**config.mk**
```make
export PLATFORM = sky130hd
export DESIGN_NAME = lvdc_timing_gen
export DESIGN_NICKNAME = d
export VERILOG_FILES = /design/src/rtl/lvdc_timing_pkg.sv /design/src/rtl/lvdc_timing_wdog.sv /design/src/rtl/lvdc_timing_gen.sv
export SDC_FILE = /design/constraint.sdc
export NUM_CORES = 1
export LEC_CHECK = 0
export CORE_MARGIN = 2
export CORE_UTILIZATION = 38
export DETAILED_ROUTE_END_ITERATION = 8
export PLACE_DENSITY = 0.74
export REMOVE_ABC_BUFFERS = 1
export SLEW_MARGIN = 20
export SYNTH_ARGS = -nofsm -noshare
export SYNTH_HDL_FRONTEND = slang
export SYNTH_SLANG_ARGS = --single-unit
```
**constraint.sdc**
```tcl
create_clock -name clk -period 1.6 [get_ports clk]
set_input_delay 0.24 -clock clk [delete_from_list [all_inputs] [get_ports clk]]
set_output_delay 0.24 -clock clk [all_outputs]
set_load 0.05 [all_outputs]
```
**src/rtl/lvdc_timing_pkg.sv**
```systemverilog
// Shared constants, counter types and halt states for the LVDC bit/phase timing generator.
package lvdc_timing_pkg;

  localparam int unsigned BITS_PER_PHASE = 14;
  localparam int unsigned PHASES         = 3;

  typedef logic [3:0] bt_num_t;
  typedef logic [1:0] ph_num_t;

  typedef enum logic {
    RUN  = 1'b0,
    HALT = 1'b1
  } halt_state_t;

endpackage

```
**src/rtl/lvdc_timing_wdog.sv**
```systemverilog
// Strobe-interval watchdog: flags irregular bit_strobe spacing or a stalled strobe while running.
// Instantiated by lvdc_timing_gen only when LVDC_TIMING_WDOG_EN is defined.
module lvdc_timing_wdog
  import lvdc_timing_pkg::*;
#(
  parameter int unsigned CLKS_PER_BIT = 4
) (
  input  logic clk,
  input  logic rst,
  input  logic adv,
  input  logic halted,
  input  logic resync,
  output logic timing_err
);

  localparam int unsigned LIMIT = 2 * CLKS_PER_BIT;
  localparam int unsigned CNT_W = $clog2(LIMIT + 1);

  logic [CNT_W-1:0] cnt;
  logic             armed;

  // cnt holds clks elapsed since the last accepted strobe minus one; armed clears
  // whenever the next strobe must be exempt from the interval check.
  always_ff @(posedge clk) begin
    if (rst) begin
      cnt        <= '0;
      armed      <= 1'b0;
      timing_err <= 1'b0;
    end else if (resync || halted) begin
      cnt   <= '0;
      armed <= 1'b0;
    end else if (adv) begin
      if (armed && (cnt != CNT_W'(CLKS_PER_BIT - 1))) timing_err <= 1'b1;
      armed <= 1'b1;
      cnt   <= '0;
    end else begin
      if (armed && (cnt >= CNT_W'(LIMIT - 1))) timing_err <= 1'b1;
      if (cnt < CNT_W'(LIMIT - 1)) cnt <= cnt + CNT_W'(1);
    end
  end

endmodule

```
**src/rtl/lvdc_timing_gen.sv**
```systemverilog
// LVDC bit-time / phase-time generator with cycle count and phase-boundary halt handshake.
// Optional strobe watchdog and timing_err port are built only with LVDC_TIMING_WDOG_EN defined.
module lvdc_timing_gen
  import lvdc_timing_pkg::*;
#(
  parameter int unsigned BITS_PER_PHASE = lvdc_timing_pkg::BITS_PER_PHASE,
  parameter int unsigned PHASES         = lvdc_timing_pkg::PHASES,
  parameter int unsigned CLKS_PER_BIT   = 4,
  parameter int unsigned CYC_W          = 16
) (
  input  logic                      clk,
  input  logic                      rst,
  input  logic                      bit_strobe,
  input  logic                      sync,
  input  logic                      hlt_req,
  output logic [BITS_PER_PHASE-1:0] bt,
  output logic [3:0]                bt_num,
  output logic [PHASES-1:0]         ph,
  output logic [1:0]                ph_num,
  output logic                      bit_tick,
  output logic                      phase_end,
  output logic                      cycle_end,
  output logic [CYC_W-1:0]          cycle_cnt,
  output logic                      hlt_ack
`ifdef LVDC_TIMING_WDOG_EN
  ,
  output logic                      timing_err
`endif
);

  if (CLKS_PER_BIT < 1 || BITS_PER_PHASE < 2 || BITS_PER_PHASE > 16 ||
      PHASES < 2 || PHASES > 4) begin : g_bad_params
    $error("lvdc_timing_gen: unsupported parameter set");
  end

  localparam bt_num_t BT_LAST = 4'(BITS_PER_PHASE - 1);
  localparam ph_num_t PH_LAST = 2'(PHASES - 1);

  halt_state_t      state, state_d;
  bt_num_t          bt_d;
  ph_num_t          ph_d;
  logic [CYC_W-1:0] cyc_d;
  logic             tick_d, pend_d, cend_d;

  always_ff @(posedge clk) begin
    if (rst) state <= RUN;
    else     state <= state_d;
  end

  // Priority: sync, then halt handling, then strobe advance.
  always_comb begin
    state_d = state;
    bt_d    = bt_num;
    ph_d    = ph_num;
    cyc_d   = cycle_cnt;
    tick_d  = 1'b0;
    pend_d  = 1'b0;
    cend_d  = 1'b0;
    if (sync) begin
      bt_d = '0;
      ph_d = '0;
    end else if (state == HALT) begin
      if (!hlt_req) state_d = RUN;
    end else if (bit_strobe) begin
      tick_d = 1'b1;
      if (bt_num == BT_LAST) begin
        bt_d   = '0;
        pend_d = 1'b1;
        if (hlt_req) state_d = HALT;
        if (ph_num == PH_LAST) begin
          ph_d   = '0;
          cend_d = 1'b1;
          cyc_d  = cycle_cnt + CYC_W'(1);
        end else begin
          ph_d = ph_num + 2'(1);
        end
      end else begin
        bt_d = bt_num + 4'(1);
      end
    end
  end

  // One-hot decodes are taken from the next-count so they stay aligned with bt_num/ph_num.
  always_ff @(posedge clk) begin
    if (rst) begin
      bt_num    <= '0;
      ph_num    <= '0;
      bt        <= BITS_PER_PHASE'(1);
      ph        <= PHASES'(1);
      bit_tick  <= 1'b0;
      phase_end <= 1'b0;
      cycle_end <= 1'b0;
      cycle_cnt <= '0;
      hlt_ack   <= 1'b0;
    end else begin
      bt_num    <= bt_d;
      ph_num    <= ph_d;
      bt        <= BITS_PER_PHASE'(1) << bt_d;
      ph        <= PHASES'(1) << ph_d;
      bit_tick  <= tick_d;
      phase_end <= pend_d;
      cycle_end <= cend_d;
      cycle_cnt <= cyc_d;
      hlt_ack   <= (state_d == HALT);
    end
  end

`ifdef LVDC_TIMING_WDOG_EN
  lvdc_timing_wdog #(
    .CLKS_PER_BIT(CLKS_PER_BIT)
  ) u_wdog (
    .clk       (clk),
    .rst       (rst),
    .adv       (tick_d),
    .halted    (state == HALT),
    .resync    (sync),
    .timing_err(timing_err)
  );
`endif

endmodule

```
=== Word-level counts from Yosys, hierarchy flattened ===
Cells that the tools add are included.

* $add $sub $neg: 3
* Equality and inequality tests: 2
* Shift-type cells: 2
* Multiplexer cells: 16
* Bitwise logic cells: 4
* Reduce and logical (&&, ||, !) cells: 4

{| class="wikitable"
|+ Operators with widths
! cell !! count
|-
| 16-bit by 1-bit adder with 16-bit output, second input constant || 1
|-
| 4-bit 2-to-1 mux || 4
|-
| 1-bit by 4-bit << shifter with 14-bit output, first input constant || 1
|-
| 2-bit 2-to-1 mux || 5
|-
| 1-bit 2-to-1 mux || 7
|-
| 5-bit AND reduction || 1
|-
| 5-bit OR reduction || 1
|-
| 4-bit by 1-bit adder with 4-bit output, second input constant || 1
|-
| 4-bit equality test, second input constant || 1
|-
| 1-bit inverter || 4
|-
| 4-bit OR reduction || 1
|-
| 3-bit OR reduction || 1
|-
| 1-bit by 2-bit << shifter with 3-bit output, first input constant || 1
|-
| 2-bit by 1-bit adder with 2-bit output, second input constant || 1
|-
| 2-bit equality test, second input constant || 1
|}

* Flip-flop bits (word level): 43
* Input bits: 5
* Logic and storage cells: 40

=== Depth between registers and ports, before layout ===
* Depth in word-level cells: 7
* Depth in mapped cells: 7

=== Worst setup path after synthesis ===
Ideal clock, no wire load.

* Path type: register to register
* Start point: reg bt_num[0]
* End point: reg cycle_cnt[10]
* Library setup time: 0.071 ns
* Arrival time: 1.993 ns
* Required time: 1.529 ns
* Path slack: -0.463 ns
* Stages on the path, launching flop included: 8
* Clock period less this slack: 2.063 ns
* Cells stage by stage: dfxtp_1 -> buf_4 -> and4b_1 -> buf_4 -> nand4_2 -> buf_6 -> or4_1 -> a21oi_1

* Longest elaborated chain between the ends: 2

{| class="wikitable"
|+ Ends and longest elaborated chain
! item !! line !! RTL
|-
| from (decl) || lvdc_timing_gen.sv:17 || <nowiki>output logic [3:0] bt_num,</nowiki>
|-
| from (signal assigned) || lvdc_timing_gen.sv:96 || <nowiki>bt_num <= bt_d;</nowiki>
|-
| 4-bit equality test || lvdc_timing_gen.sv:66 || <nowiki>if (bt_num == BT_LAST) begin</nowiki>
|-
| 5-bit AND reduction (no line) || -- ||
|-
| to (signal assigned) || lvdc_timing_gen.sv:103 || <nowiki>cycle_cnt <= cyc_d;</nowiki>
|-
| to (decl) || lvdc_timing_gen.sv:23 || <nowiki>output logic [CYC_W-1:0] cycle_cnt,</nowiki>
|}

No other way between the ends.
A chain may end at the register's enable or synchronous reset.

=== Final worst setup path ===
* Start point: in bit_strobe
* End point: reg bt[9]

* Longest elaborated chain between the ends: 4

{| class="wikitable"
|+ Ends and longest elaborated chain
! item !! line !! RTL
|-
| from (decl) || lvdc_timing_gen.sv:13 || <nowiki>input logic bit_strobe,</nowiki>
|-
| 4-bit 2-to-1 mux || lvdc_timing_gen.sv:64 || <nowiki>end else if (bit_strobe) begin</nowiki>
|-
| 4-bit 2-to-1 mux || lvdc_timing_gen.sv:62 || <nowiki>end else if (state == HALT) begin</nowiki>
|-
| 4-bit 2-to-1 mux || lvdc_timing_gen.sv:59 || <nowiki>if (sync) begin</nowiki>
|-
| 1-bit by 4-bit << shifter with 14-bit output || lvdc_timing_gen.sv:98 || <nowiki>bt <= BITS_PER_PHASE'(1) << bt_d;</nowiki>
|-
| to (signal assigned) || lvdc_timing_gen.sv:98 ||
|-
| to (decl) || lvdc_timing_gen.sv:16 || <nowiki>output logic [BITS_PER_PHASE-1:0] bt,</nowiki>
|}

No other way between the ends.

==> metrics.csv <==
stage,metric,value,unit
outcome,outcome,completed,
global_routing,gr-max-usage-layer,met2,
synthesis,synth_ff_type,dfxtp_1,
global_routing,overflow,0,
placement,portBuffers,47,
synthesis,post-synth-top-area-fraction,0.479,
timing,period_share,0.992,
worst_setup_path,r2r_setup_slack,0.02,ns
route,drcViolationCount,0,
timing,tightest_slew,0.307,ns
route,drt_iter0_drc,189,
global_routing,antenna_found_initial,0,
floorplan,row_count,25,
placement,hpwl,3.38,mm
clock_network,clock_latency,0.29,ns
power_and_ir_drop,powerDensity,761,mW/mm^2
route,firstDrtPassIters,4,
timing,fmax,630,MHz
route,avgRoutedWirePerCell,13.5,um
timing,rsz0062_at_grt,true,
synthesis,synthXorXnorAreaFrac,0.0244,
worst_setup_path,max_stage_delay,0.48,ns
synthesis,ys_ff_latch,43,
worst_setup_path,crit_buf_inv,2,
cells_and_area,n_antenna_cell,0,
worst_setup_path,rr_startpoint,bt_num[3],
worst_setup_path,critPathKind,input pin to flop,
synthesis,yosys.cell_types.count,38,
route,avgViaCountPerCell,5.22,
worst_setup_path,required,1.84,ns
cells_and_area,final_common_cell,buf_4,
clock_network,clk_path_buf_depth,2,
global_routing,grt_use_total,0.177,
clock_network,clock-sinks,43,
timing,slew_headroom,0.793,
power_and_ir_drop,leakage,1.10,nW
worst_setup_path,cpLargestDelayFamily,simple AND/OR/NAND/NOR gates,
route,wirelength,4.63,mm
floorplan,start_util,0.388,
synthesis,syn_area_per_cell,8.81,um^2
worst_setup_path,path_depth,6,
synthesis,yosysSeqAreaShare,0.479,
cells_and_area,final_cells,343,
synthesis,synth_area,0.00180,mm^2
floorplan,die_h,72.8,um
timing,tns,0,ns
worst_setup_path,rr_worst_depth,4,
global_routing,grt_max_degree,14,
floorplan,die_x,72.8,um
placement,dp.cells,333,
cells_and_area,fin_nets,294,
route,vias,1792,
synthesis,synth_edf_count,0,
worst_setup_path,crit_start,bit_strobe,
timing,finalCriticalPeriod,1.59,ns
synthesis,synth_compound_area_frac,0.138,
floorplan,ios,48,
global_routing,grt_use_met3,0.0442,
timing,finalSetupViolCount,0,
clock_network,clk_pin_slew_worst_paths,0.08,ns
placement,place_congestion,0.858,
worst_setup_path,crit_chain,"clkdlybuf4s50_1, buf_4, nand3b_1, or4_4, a21oi_2, and3_1",
synthesis,synth.largest_area_cell,dfxtp_1,
global_routing,grt_pass1_vias,1586,
cells_and_area,area_growth,52.9,%
timing,hold_viol_final,0,
synthesis,synthArstFlopShare,0,
worst_setup_path,crit_fanout,5,
route,ant_nets,0,
power_and_ir_drop,ir_drop,0.425,mV
worst_setup_path,start_kind,input pin,
synthesis,yosys_warnings,0,
synthesis,synth_top_family_by_area,simple AND/OR/NAND/NOR gates,
synthesis,muxShareOfSynthArea,0.0111,
clock_network,cts_root_buffer,clkbuf_8,
cells_and_area,final_cell_mix,"78 x buf_4, 39 x dfxtp_1, 17 x nor2_1, 17 x a21oi_1, 14 x nand2_1",
flow_run,drv_cap,0,
timing,drv_slew,0,
timing,finalClockSkew,0.00196,ns
worst_setup_path,arrival,1.83,ns
worst_setup_path,regToRegEndpoint,cycle_cnt[14],
worst_setup_path,crit_slowest_cell,or4_4,
clock_network,cts_tree,built,
synthesis,synth_area_leaders,"dfxtp_1 48%, a21oi_1 5.8%, nor2_1 3.6%, nand2_1 2.9%, o21ai_0 2.8%",
cells_and_area,layout-drive-gt1-share,0.408,
clock_network,h-tree-depth,2,
synthesis,synth-adder-area-share,0.00696,
global_routing,grt_pass1_wl,7.23,mm
floorplan,core_area,0.00463,mm^2
clock_network,cts-hold-fix-buffers,0,
global_routing,globalRouteMet1Util,0.223,
worst_setup_path,crit_path_end_kind,flop,
worst_setup_path,worst_setup_path_endpoint,bt[9],
synthesis,netlist_instances,204,
global_routing,use_met2,0.280,
synthesis,yosys.area_share.simple,0.277,
clock_network,cts_buffers,5,
floorplan,die_area,0.00529,mm^2
worst_hold_path,holdCritPathClass,flop to flop,
## cells by family (layout without fill, tap and decap cells)
family / Yosys count / after routing
simple gates: 89 / 89
compound gates: 43 / 43
flops: 43 / 43
buf+inv: 21 / 106
xor+xnor: 5 / 5
mux: 2 / 2
fa+ha+maj: 1 / 1
## cell usage after synthesis, types with 3 or more instances
cell      count
buf_6         3
nor2_1       17
xnor2_1       4
o31ai_1       5
dfxtp_1      43
buf_4         3
nor3_1        9
nor4_1        5
nand2b_1      4
or3_1         6
o21ai_0      10
nand3_1       9
nand2_1      14
and3_1        4
or4_1         6
a21oi_1      21
clkbuf_1      7
inv_1         7
nand4_1       3
## worst min path at each step
stage | slack [ns] | startpoint | endpoint | depth (start not counted)
2_1_floorplan | 0.31 | rst | cycle_cnt[10] | 1
3_3_place_gp | 0.48 | cycle_cnt[15] | cycle_cnt[15] | 2
3_5_place_dp | 0.48 | cycle_cnt[15] | cycle_cnt[15] | 2
4_1_cts | 0.49 | cycle_cnt[15] | cycle_cnt[15] | 2
5_1_grt | 0.52 | cycle_cnt[15] | cycle_cnt[15] | 2
6_report | 0.49 | cycle_cnt[15] | cycle_cnt[15] | 2
## tightest hold or removal path, delay by kind of cell (launching register included)
family          cells  cell delay [ns]
compound gates      2             0.11
flops               1             0.33
## through the flow
step                 util  area, um^2  setup WS (ns)  total power, mW  hold slack [ns]
floorplan               -        1710         -0.569             1.16            0.309
global placement    0.546        2530         -0.284             1.24            0.476
global route        0.594        2750        -0.0269             2.16            0.517
CTS                 0.577        2670        0.00786             2.11            0.491
finish              0.594        2750         0.0130             2.09            0.488
detailed placement  0.546        2530         -0.359             1.24            0.480
## final cells by class
class                           count  area [um^2]
Multi-Input combinational cell    140          892
Timing Repair Buffer               91          778
Clock buffer                        6         82.6
Clock inverter                      2         35.0
Inverter                            7         26.3
Sequential cell                    43          866
Tap cell                           54         67.6
Fill cell                         394         1880
## power breakdown
group,total (mW),switching (mW),internal [mW]
registers,1.08,0.00223,1.07
logic,0.143,0.0803,0.0623
clock network,0.870,0.365,0.505
total,2.09,0.448,1.64
## timing repair
action,in CTS,in global routing
setup endpoints to repair,5,20
pin swaps,2,5
resized for setup,6,18
setup buffers,0,2
## registers in the layout (all words and copies together) (netlist names)
register   cells
cycle_end      1
ph_num         2
hlt_ack        1
bt_num         4
bit_tick       1
phase_end      1
bt            14
cycle_cnt     16
ph             3
## layer usage
| metal | routed length [um] | share of wire |
|---|---|---|
| met1 | 1990 | 0.43 |
| met2 | 2330 | 0.50 |
| met3 | 188 | 0.041 |
| met4 | 123 | 0.027 |
| met5 | 0 | 0 |
Power figures use the tool's default switching activity.
